### config.mk
export PLATFORM = sky130hd
export DESIGN_NAME = sbox_lookup_sequencer
export DESIGN_NICKNAME = d
export VERILOG_FILES = /design/src/rtl/sbox_lookup_sequencer.sv
export SDC_FILE = /design/constraint.sdc
export NUM_CORES = 1
export LEC_CHECK = 0
export BUFFER_PORTS_ARGS = -buffer_cell sky130_fd_sc_hd__buf_2
export CAP_MARGIN = 20
export CORE_MARGIN = 2
export CORE_UTILIZATION = 60
export DETAILED_ROUTE_END_ITERATION = 6
export PLACE_DENSITY = 0.86
export SYNTH_ARGS = -nofsm -noshare
export SYNTH_HDL_FRONTEND = slang
export SYNTH_SLANG_ARGS = --single-unit
### constraint.sdc
create_clock -name clk -period 4.2 [get_ports clk]
set_clock_uncertainty 0.15 [all_clocks]
set_input_delay 0.21 -clock clk [delete_from_list [all_inputs] [get_ports clk]]
set_output_delay 0.21 -clock clk [all_outputs]
set_load 0.02 [all_outputs]
### src/rtl/sbox_lookup_sequencer.sv
// -----------------------------------------------------------------------------
// sbox_lookup_sequencer
//
// Purpose:
//   Area-reduced DES round helper. A single external S-box lookup port (S1..S8
//   selected by sb_sel) is time-shared across the eight 6-bit slices of the
//   48-bit key-mixed word. The eight 4-bit results are assembled into the
//   32-bit substitution output that feeds the P-permutation. At most one word
//   is in flight; the block walks IDLE -> RUN -> DONE -> IDLE.
//
// Parameters:
//   LOOKUP_LAT  cycles from sb_sel/sb_in driven to sb_out valid (0 or 1)
//
// Ports:
//   clk        in   1   clock, all state on rising edge
//   rst        in   1   asynchronous, active-high reset
//   in_valid   in   1   in_data valid
//   in_ready   out  1   block can accept in_data (high only in IDLE)
//   in_data    in   48  key-mixed word; slice k = in_data[47-6k -: 6]
//   sb_sel     out  3   S-box index for the current lookup (0 = S1 .. 7 = S8)
//   sb_in      out  6   6-bit lookup input for S-box sb_sel
//   sb_out     in   4   lookup result, valid LOOKUP_LAT cycles after sb_sel/sb_in
//   out_valid  out  1   out_data valid
//   out_ready  in   1   downstream accepts out_data
//   out_data   out  32  result; S(k+1) nibble at out_data[31-4k -: 4]
//   busy       out  1   high in RUN or DONE
// -----------------------------------------------------------------------------
module sbox_lookup_sequencer #(
    parameter int LOOKUP_LAT = 0
) (
    input  logic        clk,
    input  logic        rst,
    input  logic        in_valid,
    output logic        in_ready,
    input  logic [47:0] in_data,
    output logic [2:0]  sb_sel,
    output logic [5:0]  sb_in,
    input  logic [3:0]  sb_out,
    output logic        out_valid,
    input  logic        out_ready,
    output logic [31:0] out_data,
    output logic        busy
);

    localparam logic [1:0] ST_IDLE = 2'd0;
    localparam logic [1:0] ST_RUN  = 2'd1;
    localparam logic [1:0] ST_DONE = 2'd2;

    // With a registered S-box the result for a lookup arrives one cycle after
    // it is issued, so captures trail issues by one cycle.
    localparam bit LAT_REG = (LOOKUP_LAT == 32'sd1);

    generate
        if ((LOOKUP_LAT != 32'sd0) && (LOOKUP_LAT != 32'sd1)) begin : g_bad_lookup_lat
            $error("sbox_lookup_sequencer: LOOKUP_LAT must be 0 or 1");
        end
    endgenerate

    // -------------------------------------------------------------------------
    // Helper functions
    // -------------------------------------------------------------------------

    // Return 6-bit slice idx of the word; slice 0 sits at the MSB end.
    function automatic logic [5:0] slice_f(input logic [47:0] word,
                                           input logic [2:0]  idx);
        logic [47:0] shifted;
        shifted = word << ({3'b000, idx} * 6'd6);
        return shifted[47:42];
    endfunction

    // Replace nibble idx of data (nibble 0 at the MSB end) with nib.
    function automatic logic [31:0] put_nibble_f(input logic [31:0] data,
                                                 input logic [2:0]  idx,
                                                 input logic [3:0]  nib);
        logic [31:0] mask;
        logic [31:0] val;
        mask = 32'hF000_0000 >> ({2'b00, idx} * 5'd4);
        val  = {nib, 28'h000_0000} >> ({2'b00, idx} * 5'd4);
        return (data & ~mask) | val;
    endfunction

    // -------------------------------------------------------------------------
    // State
    // -------------------------------------------------------------------------
    logic [1:0]  state_q,     state_d;
    logic [47:0] word_q,      word_d;
    // Issue count runs 0..8; bit 3 set means all eight lookups have been issued.
    logic [3:0]  issue_cnt_q, issue_cnt_d;
    logic [2:0]  cap_idx_q,   cap_idx_d;
    // Set in the cycle after a lookup was issued; only meaningful when LAT_REG.
    logic        pend_q,      pend_d;
    logic [31:0] out_data_q,  out_data_d;
    logic        out_valid_q, out_valid_d;
    logic        in_ready_q,  in_ready_d;
    logic        busy_q,      busy_d;

    logic        issuing_s;
    logic        cap_en_s;

    // Issue qualifier and capture strobe; sb_out is looked at only when cap_en_s.
    always_comb begin
        issuing_s = (state_q == ST_RUN) && !issue_cnt_q[3];
        if (LAT_REG) begin
            cap_en_s = (state_q == ST_RUN) && pend_q;
        end else begin
            cap_en_s = issuing_s;
        end
    end

    // Lookup port drive: current slice while issuing, zero otherwise.
    always_comb begin
        sb_sel = 3'd0;
        sb_in  = 6'd0;
        if (issuing_s) begin
            sb_sel = issue_cnt_q[2:0];
            sb_in  = slice_f(word_q, issue_cnt_q[2:0]);
        end else begin
            sb_sel = 3'd0;
            sb_in  = 6'd0;
        end
    end

    // Next-state logic for the FSM, counters and result register.
    always_comb begin
        state_d     = state_q;
        word_d      = word_q;
        issue_cnt_d = issue_cnt_q;
        cap_idx_d   = cap_idx_q;
        pend_d      = 1'b0;
        out_data_d  = out_data_q;
        out_valid_d = out_valid_q;
        in_ready_d  = in_ready_q;
        busy_d      = busy_q;

        case (state_q)
            ST_IDLE: begin
                if (in_valid && in_ready_q) begin
                    // New word: previous result is dropped so stale nibbles
                    // never show through during RUN.
                    word_d      = in_data;
                    issue_cnt_d = 4'd0;
                    cap_idx_d   = 3'd0;
                    out_data_d  = 32'h0000_0000;
                    out_valid_d = 1'b0;
                    in_ready_d  = 1'b0;
                    busy_d      = 1'b1;
                    state_d     = ST_RUN;
                end else begin
                    state_d = ST_IDLE;
                end
            end

            ST_RUN: begin
                if (issuing_s) begin
                    issue_cnt_d = issue_cnt_q + 4'd1;
                end else begin
                    issue_cnt_d = issue_cnt_q;
                end
                pend_d = issuing_s;

                if (cap_en_s) begin
                    out_data_d = put_nibble_f(out_data_q, cap_idx_q, sb_out);
                    cap_idx_d  = cap_idx_q + 3'd1;
                    if (cap_idx_q == 3'd7) begin
                        out_valid_d = 1'b1;
                        state_d     = ST_DONE;
                    end else begin
                        state_d = ST_RUN;
                    end
                end else begin
                    state_d = ST_RUN;
                end
            end

            ST_DONE: begin
                // Result stays frozen until the downstream takes it.
                if (out_ready) begin
                    out_valid_d = 1'b0;
                    in_ready_d  = 1'b1;
                    busy_d      = 1'b0;
                    state_d     = ST_IDLE;
                end else begin
                    state_d = ST_DONE;
                end
            end

            default: begin
                // Unreachable encoding: fall back to a clean idle state.
                state_d     = ST_IDLE;
                issue_cnt_d = 4'd0;
                cap_idx_d   = 3'd0;
                out_data_d  = 32'h0000_0000;
                out_valid_d = 1'b0;
                in_ready_d  = 1'b1;
                busy_d      = 1'b0;
            end
        endcase
    end

    // State and datapath registers; reset empties the block and discards any
    // partial result.
    always_ff @(posedge clk or posedge rst) begin
        if (rst) begin
            state_q     <= ST_IDLE;
            word_q      <= 48'h0000_0000_0000;
            issue_cnt_q <= 4'd0;
            cap_idx_q   <= 3'd0;
            pend_q      <= 1'b0;
            out_data_q  <= 32'h0000_0000;
            out_valid_q <= 1'b0;
            in_ready_q  <= 1'b1;
            busy_q      <= 1'b0;
        end else begin
            state_q     <= state_d;
            word_q      <= word_d;
            issue_cnt_q <= issue_cnt_d;
            cap_idx_q   <= cap_idx_d;
            pend_q      <= pend_d;
            out_data_q  <= out_data_d;
            out_valid_q <= out_valid_d;
            in_ready_q  <= in_ready_d;
            busy_q      <= busy_d;
        end
    end

    assign in_ready  = in_ready_q;
    assign out_valid = out_valid_q;
    assign out_data  = out_data_q;
    assign busy      = busy_q;

endmodule

Yosys cells after proc, flatten, opt, wreduce, memory -nomap -nowiden

Cells that the tools add are included.

Bits in writable memories: 0
Memories kept: 0
Flip-flop bits (word level): 92
Output and inout bits: 44
Latch bits: 0
Word-level logic and storage cells: 59
Bits in read-only memories: 0

Divide/modulo/power cells: 0
Shift-type cells: 3
Add/sub/neg operators: 2
Reductions and logical operators: 8
Bitwise operators: 5
Eq/ne operators: 7
Muxes and demuxes: 25
$mul: 1
Order comparisons: 0

Operators with widths:

| operator              | count |
|---|---|
| $pmux 32 s3           | 1 |
| $mux 32               | 2 |
| $shl 48x6->48         | 1 |
| $and 32x32->32        | 1 |
| $not 32->32           | 1 |
| $or 32x32->32         | 1 |
| $shr 32x5->32         | 1 |
| $shr 32x5->32 const A | 1 |
| $pmux 4 s3            | 1 |
| $mux 3                | 3 |
| $pmux 1 s3            | 3 |
| $pmux 3 s3            | 1 |
| $mux 4                | 2 |
| $mux 1                | 7 |
| $mux 2                | 3 |
| $mux 6                | 1 |
| $ne 2x2->1 const B    | 3 |
| $pmux 2 s3            | 1 |
| $reduce_and 3->1      | 2 |
| $mul 3x2->5 const B   | 1 |
| $add 4x1->4 const B   | 1 |
| $reduce_and 4->1      | 1 |
| $add 3x1->3 const B   | 1 |
| $eq 3x3->1 const B    | 1 |
| 8 further kinds       | 10 |

Longest topological paths before layout

Gate-level depths: netlist (run 1).

Word-level depth: 6
Mapped depth: 8
Depth with buffers taken out: 7

Worst setup path before layout (run 1)

OpenSTA, ideal clock, no wires.

Path kind: register -> output
From: register issue_cnt_q[1]
To: output port sb_in[5]
Cell stages (with the launch flop): 8
Data required time: 3.840 ns
Arrival: 2.510 ns
Buffers on the path: 1
Slack: 1.330 ns
Path through: dfrtp_1 ha_1 inv_1 fa_1 buf_4 mux4_2 or3_1 a21oi_1

Cells in the longest elaborated chain, start to end: 3

Ends and longest elaborated chain:

| element                  | RTL line | text |
|---|---|---|
| start: declaration       | 88       | `logic [3:0] issue_cnt_q, issue_cnt_d;` |
| start signal: assignment | 216      | `issue_cnt_q <= issue_cnt_d;` |
| $mul 3x2->5              | 67       | `shifted = word << ({3'b000, idx} * 6'd6);` |
| $shl 48x6->48            | 67       |  |
| $mux 6                   | 114      | `if (issuing_s) begin` |
| end: declaration         | 37       | `output logic [5:0] sb_in,` |

Every way passes these cells.

Final worst setup path (run 1)

From: register issue_cnt_q[1]
To: output port sb_in[4]

Same word-level chain as after synthesis.

==> reports/qor.txt, run 1 <==
outcome = finished, final reports clean
initial DRC count = 259
dominant cells by area after synthesis = dfrtp_1 (46%), mux2_2 (12%), mux4_2 (7.7%)
largest net degree at the start of global routing = 54
CTS Buf Count = 9
diode count = 0
Synth Cell Area = 4990 µm²
syn_nets = 436
CP Max Fanout = 20
CTS tree = done
1st-pass router iterations = 5
Netlist cell types = 51
Largest stage delay, worst path = 0.56 ns
max-slew violations = 0
Hold Path Class = in -> reg
setup_tns = 0 ns
vias in the first global route = 3752
Layout area overhead = 25.0%
total grt overflow = 0
Hold Violations, Final = 0
Clock transition at path regs = 0.11 ns
leakage power = 2.93 nW
HPWL after detailed placement = 7.78 mm
CP Launch Point = issue_cnt_q[1]$_DFFE_PP0P_
IO Count = 100
startpoint types = flip-flop
core area = 8130 µm²
die footprint = 9060 µm²
Least-Margin Pin Slew = 0.885 ns
Rel. slew slack = 40.9%
Layout Nets = 578
Buffers on Ports = 99
Power Density = 784 nW/µm²
setup violators final = 0
antenna violations before repair = 0
root buf cell = clkbuf_8
post-layout min period = 3.52 ns
post-route ant nets = 0
GPL Wtd Cong = 0.850
Crit. End Element = output pin
setup repair bufs after CTS = 0
CP Depth = 8
Rows = 33
Cells after Synth = 370
Synth Register Bits = 92
fin util = 76.6%
TritonCTS Sinks = 92
reg2reg path depth = 5
H-tree levels = 3
slowest stage cell, crit path = fa_1
CP top delay family = multiplexers
Max Root-Sink Buffers = 2
Reg-to-Reg End = out_data[16]$_DFFE_PP0P_
share of the synthesized area in the top cell type = 45.7%
Seq/Total Area, Yosys = 46.2%
global-route wire length before repair = 18.8 mm
Crit path top cell by count = mux4_2
Reg area = 2300 µm²
reg-to-reg slack, setup = 1.88 ns
die height = 95.2 µm
number of vias per cell = 6.10
worst r2r src = cap_idx_q[2]$_DFFE_PP0P_
worst setup path end = sb_in[4]
total wire length = 11.8 mm
area leader, netlist = dfrtp_1
fmax = 284 MHz
drt drc = 0
WP data arrival = 3.16 ns
Starting Density = 61.3%
Post-synth EDFFs = 0
RSZ-0062 raised after global routing = no
Synth Flop Type = dfrtp_1
total track usage = 27.2%
fillers = 493
Die Width = 95.2 µm
maximum VDD drop = 481 µV
Worst-Skew Late Latency = 0.37 ns
crit path cell chain = ha_1 -> inv_1 -> fa_1 -> buf_4 -> mux4_2 -> mux4_2 -> a31o_1 -> buf_2
Max Cap Violations = 0
Min Hold Slack = 0.0135 ns
drt wl/cell = 19.0 µm
WP data required = 3.84 ns
Via Count = 3796
syn_area_per_cell = 13.5 µm²
WS Path Type = reg -> out
area of the multi-input gates = 2500 µm²
FFs w/ async S/R, synth = 100%
Bufs and invs on worst path = 3
Tcrit/Tclk final = 83.9%
synth warn = 0
fraction of layout cells with a size suffix above 1 = 37.5%
-- metrics by stage --
step	total power, mW	setup slack (ns)	cells	cell area [µm²]
floorplan	3.64	1.33	370	4990
global placement	4.09	1.16	554	5500
detailed placement	4.21	1.10	554	5500
CTS	4.85	0.672	621	6210
global route	5.16	0.557	622	6230
finish	4.89	0.678	622	6230
-- worst min path at each step --
stage                 from                  endpoint  slack (ns)  depth (start not counted)
6_report         sb_out[0]   out_data[4]$_DFFE_PP0P_        0.01                          3
5_1_grt          sb_out[0]   out_data[8]$_DFFE_PP0P_        0.02                          2
4_1_cts          sb_out[0]   out_data[4]$_DFFE_PP0P_       0.007                          3
3_5_place_dp           rst  out_data[19]$_DFFE_PP0P_        0.26                          2
3_3_place_gp           rst  out_data[19]$_DFFE_PP0P_        0.24                          2
2_1_floorplan  in_data[24]    word_q[24]$_DFFE_PP0N_        0.21                          1
-- worst min-delay path: stages --
cell and delay [ns]:
buf_2 0.14, nand2_1 0.10, o2bb2ai_1 0.06
-- where the power goes --
| group | internal (mW) | total (mW) | switching (mW) |
|---|---|---|---|
| sequential | 1.25 | 1.63 | 0.384 |
| combinational | 1.37 | 2.65 | 1.28 |
| clock | 0.239 | 0.604 | 0.365 |
| total | 2.86 | 4.89 | 2.03 |
-- logic make-up after synthesis --
logic type / Yosys count / synth area share (%)
adders and majority gates: 10 / 2.66
xor gates and xnor gates: 2 / 0.351
buffers and inverters: 33 / 3.64
and+or+nand+nor: 65 / 6.83
AOI/OAI and AO/OA: 69 / 10.3
DFF: 92 / 46.2
muxes: 99 / 30.0
-- metal layers --
| layer | track usage [%] | part of all wire (%) |
|---|---|---|
| met1 | 34.4 | 39 |
| met3 | 5.77 | 5.7 |
| met2 | 48.1 | 53 |
| met4 | 6.52 | 1.8 |
| met5 | 0 | 0 |
-- cell usage after synthesis, types with 5 or more instances --
| master | instances |
|---|---|
| a32o_1 | 8 |
| a22o_1 | 9 |
| dfrtp_1 | 91 |
| mux2i_1 | 17 |
| buf_2 | 12 |
| mux4_2 | 17 |
| nand2b_1 | 9 |
| mux4_1 | 14 |
| a21oi_1 | 11 |
| nor2_1 | 5 |
| o2bb2ai_1 | 12 |
| inv_1 | 8 |
| nand3_1 | 6 |
| clkbuf_1 | 6 |
| nand2_1 | 27 |
| nor2b_1 | 7 |
| mux2_2 | 51 |
| o21ai_0 | 13 |
| ha_1 | 9 |
-- registers in the layout (all words and copies together) (netlist names) --
signal / flops
out_data: 32
busy: 1
word_q: 48
out_valid: 1
issue_cnt_q: 4
in_ready: 1
cap_idx_q: 3
state_q: 2
-- repair_timing --
action	in CTS	in global routing
endpoints found under the hold margin	102	0
hold buffers	51	0
gates resized for setup	0	0
-- cell usage in the layout, fill, tap and decap left out, drive strengths merged, types with 2 or more instances in the layout --
cell type | Yosys | routed
a211oi | 2 | 2
a21oi | 11 | 11
a22o | 9 | 9
a32o | 8 | 8
and2 | 2 | 2
buf | 18 | 104
clkbuf | 6 | 9
clkinv | 1 | 5
dfrtp | 91 | 91
dlygate4sd3 | 0 | 51
ha | 9 | 9
inv | 8 | 11
mux2 | 51 | 51
mux2i | 17 | 17
mux4 | 31 | 31
nand2 | 27 | 27
nand2b | 9 | 9
nand3 | 6 | 6
nor2 | 5 | 5
nor2b | 7 | 7
nor3 | 2 | 2
nor3b | 2 | 2
o21ai | 13 | 13
o21bai | 2 | 2
o2bb2ai | 12 | 12
or3 | 2 | 2
-- area by class of cell --
| type | instances | share of cell area, % |
|---|---|---|
| Clock buffer | 9 | 1.99 |
| Clock inverter | 7 | 1.30 |
| Inverter | 9 | 0.562 |
| Multi-Input combinational cell | 245 | 40.1 |
| Sequential cell | 92 | 37.0 |
| Tap cell | 105 | 2.11 |
| Timing Repair Buffer | 155 | 16.9 |
No activity file was read; power rests on OpenSTA's default activity.
==> run 2, diff against run 1 <==
--- a/config.mk
+++ b/config.mk
@@ -5,12 +5,13 @@
 export SDC_FILE = /design/constraint.sdc
 export NUM_CORES = 1
 export LEC_CHECK = 0
+export ABC_AREA = 1
 export BUFFER_PORTS_ARGS = -buffer_cell sky130_fd_sc_hd__buf_2
 export CAP_MARGIN = 20
 export CORE_MARGIN = 2
-export CORE_UTILIZATION = 60
+export CORE_UTILIZATION = 50
 export DETAILED_ROUTE_END_ITERATION = 6
-export PLACE_DENSITY = 0.86
+export PLACE_DENSITY = 0.76
 export SYNTH_ARGS = -nofsm -noshare
 export SYNTH_HDL_FRONTEND = slang
 export SYNTH_SLANG_ARGS = --single-unit
==> constraint.sdc (replaced) <==
create_clock -name clk -period 2.94 [get_ports clk]
set_clock_uncertainty 0.15 [all_clocks]
set_input_delay 0.147 -clock clk [delete_from_list [all_inputs] [get_ports clk]]
set_output_delay 0.147 -clock clk [all_outputs]
set_load 0.02 [all_outputs]
==> run 2 against run 1 <==
Compared with the run above:
- clock-buffer cell count unchanged
- clock power increased by 35%
- routed wire length increased by 25%
- sequential share of layout area decreased by 1.2 points
- combinational power increased by 98%
- register-to-register slack got worse by 0.98 ns
- die area increased by 22%
- cell count increased by 57%
==> reports/qor.txt, run 2 <==
reg2reg path depth = 5
fillers = 867
Hold Violations, Final = 0
Rows = 36
slowest stage cell, crit path = fa_1
reg-to-reg slack, setup = 0.90 ns
share of the synthesized area in the top cell type = 44.6%
Synth Area in Adders = 2.60%
area of the multi-input gates = 2410 µm²
total wire length = 14.7 mm
proportion of synthesized area in mux cells = 0%
Buffers on Ports = 99
CTS tree = done
Worst Setup Slack, final = 0.0954 ns
WS Path Type = reg -> out
Post-synth EDFFs = 0
P_int = 3.91 mW
GPL Wtd Cong = 0.944
synth warn = 0
Final Cell Area = 6450 µm²
count leader, synth = nand2_1
largest net degree at the start of global routing = 58
HPWL after detailed placement = 9.95 mm
dominant cells by area after synthesis = dfrtp_1 (45%), nand2_1 (17%), nand3_1 (13%)
diode count = 0
post-route ant nets = 0
fmax = 352 MHz
vias in the first global route = 5204
Bufs and invs on worst path = 4
switching share of power = 52.9%
Hold Path Class = in -> async
Synth Area in Compound Gates = 10.6%
total track usage = 27.6%
post-synthesis simple-gate area fraction = 33.3%
clock network power share = 9.8%
drt drc = 0
RSZ-0062 raised after global routing = yes
Power Density = 1290 nW/µm²
Synth Cell Area = 5100 µm²
setup_tns = 0 ns
Reg area = 2300 µm²
outcome = finished, final reports clean
maximum VDD drop = 965 µV
register with the most flip-flops = word_q
Rel. slew slack = 54.8%
Final Non-Filler Cells = 975
core area = 9820 µm²
antenna violations before repair = 0
Largest stage delay, worst path = 0.54 ns
fraction of layout cells with a size suffix above 1 = 17.9%
fin util = 65.7%
Crit path top cell by count = nand2_1
syn_area_per_cell = 7.30 µm²
Netlist cell types = 27
Psw = 4.39 mW
initial DRC count = 238
setup violators final = 0
Seq/Total Area, Yosys = 45.1%
Least-Margin Pin Slew = 0.678 ns
Post-synth top cells = nand2_1 (227), nand3_1 (129), dfrtp_1 (91)
Worst-Skew Late Latency = 0.37 ns
Crit. End Element = output pin
die footprint = 11000 µm²
total grt overflow = 0
post-place setup slack = 0.310 ns
Layout Nets = 903
number of vias per cell = 5.36
Tcrit/Tclk final = 96.8%
Layout area overhead = 26.3%
Via Count = 5225
Reg power frac = 27.0%
WP data arrival = 2.55 ns
largest family of logic cells by synthesized area = simple AND/OR/NAND/NOR gates
H-tree levels = 3
crit path cell chain = ha_4 -> inv_1 -> fa_1 -> buf_6 -> nand2_1 -> inv_2 -> nand2_1 -> nand2_1 -> nor2_1 -> nand2_1 -> nand3_1 -> a21oi_2 -> buf_4
most common cell after layout, fill and taps aside = nand2_1
TritonCTS Sinks = 92
placed instance count = 902
Synth Register Bits = 92
Cells after Synth = 699
Clock transition at path regs = 0.10 ns
WP data required = 2.64 ns
Starting Density = 52.0%
max FFs per register = 48
FFs w/ async S/R, synth = 100%
area leader, netlist = dfrtp_1
IO Count = 100
syn_nets = 765
CP Max Fanout = 10
global-route wire length before repair = 24.6 mm
Post-Synth XOR/XNOR Area = 0.172%
leakage power = 3.33 nW
DP Area = 5660 µm²
Max Root-Sink Buffers = 2
root buf cell = clkbuf_8
die height = 105 µm
post-layout min period = 2.84 ns
Min Hold Slack = 0.170 ns
1st-pass router iterations = 5
CP top delay family = adder cells
part of the power in combinational logic = 63.1%
Die Width = 105 µm
worst r2r src = state_q[1]$_DFF_PP0_
drt wl/cell = 15.1 µm
Reg-to-Reg End = out_data[19]$_DFFE_PP0P_
max-slew violations = 0
Synth Flop Type = dfrtp_1
startpoint types = flip-flop
Max Cap Violations = 0
Tot Pwr = 8.30 mW
commonest non-fill, non-tap cells in the layout = nand2_1 (227), nand3_1 (129), buf_2 (97), dfrtp_1 (91), dlygate4sd3_1 (54)
CTS Buf Count = 9
## run 2: cell types whose count changed after synthesis, moves of 14 or more
cell	previous run	this run
mux2i_1	17	0
mux2_2	51	0
o22ai_1	1	26
mux4_2	17	0
nand2_1	27	227
nor2_1	5	36
nand3_1	6	129
mux4_1	14	0
o21ai_0	13	31
inv_1	8	51
a21oi_1	11	29
## run 2: layout make-up
type,count,area share (%)
clock buffers,9,1.92
clock inverters,7,0.931
inverters,56,3.28
multi-input cells,509,37.4
flip-flops and latches,92,35.7
well taps,133,2.58
repair buffers,169,18.2
## run 2: worst max-delay path by stage
stage	start	to	slack, ns	cells past startpoint
floorplan	rst	busy$_DFFE_PP0P_	0.25	1
global placement	issue_cnt_q[0]$_DFFE_PP0P_	sb_in[1]	0.44	12
detailed placement	issue_cnt_q[0]$_DFFE_PP0P_	sb_in[5]	0.31	12
CTS	issue_cnt_q[0]$_DFFE_PP0P_	sb_in[5]	0.004	13
global route	issue_cnt_q[1]$_DFFE_PP0P_	sb_in[1]	-0.01	13
finish	issue_cnt_q[1]$_DFFE_PP0P_	sb_in[5]	0.1	13
## run 2: logic make-up (layout without fill, tap and decap cells)
logic type,Yosys count,count (layout)
AND/OR/NAND/NOR,400,400
AO/OA/AOI/OAI,98,98
buffers and inverters,98,241
adder cells (fa/ha/maj),10,10
flip-flops,92,92
XOR/XNOR,1,1
## run 2: what timing repair did
action	CTS	global route
buffers inserted	0	3
setup endpoints to repair	2	6
hold endpoints to repair	105	0
gates resized for setup	2	11
hold buffers	54	0
## run 2: metal layers
| metal | up-vias | share of wire [%] | track usage (%) |
|---|---|---|---|
| met3 | 40 | 5.4 | 4.43 |
| met1 | 2439 | 41 | 33.2 |
| met4 | 0 | 2.7 | 11.0 |
| met5 | - | 0 | 0 |
| met2 | 189 | 51 | 49.1 |
| li1 | 2557 | - | - |
## run 2: power groups by stage
stage | Combinational [mW] | Sequential [mW] | Clock, mW
final | 5.24 | 2.24 | 0.815
after CTS | 5.02 | 2.23 | 0.831
after floorplan | 3.56 | 2.32 | 0
after global routing | 5.85 | 2.32 | 0.880
after global placement | 4.83 | 2.23 | 0
after detailed placement | 4.94 | 2.25 | 0
## run 2: tightest hold or removal path: cells and delay by family
kind / cells / cell delay [ns]
buffers and inverters: 3 / 1.00
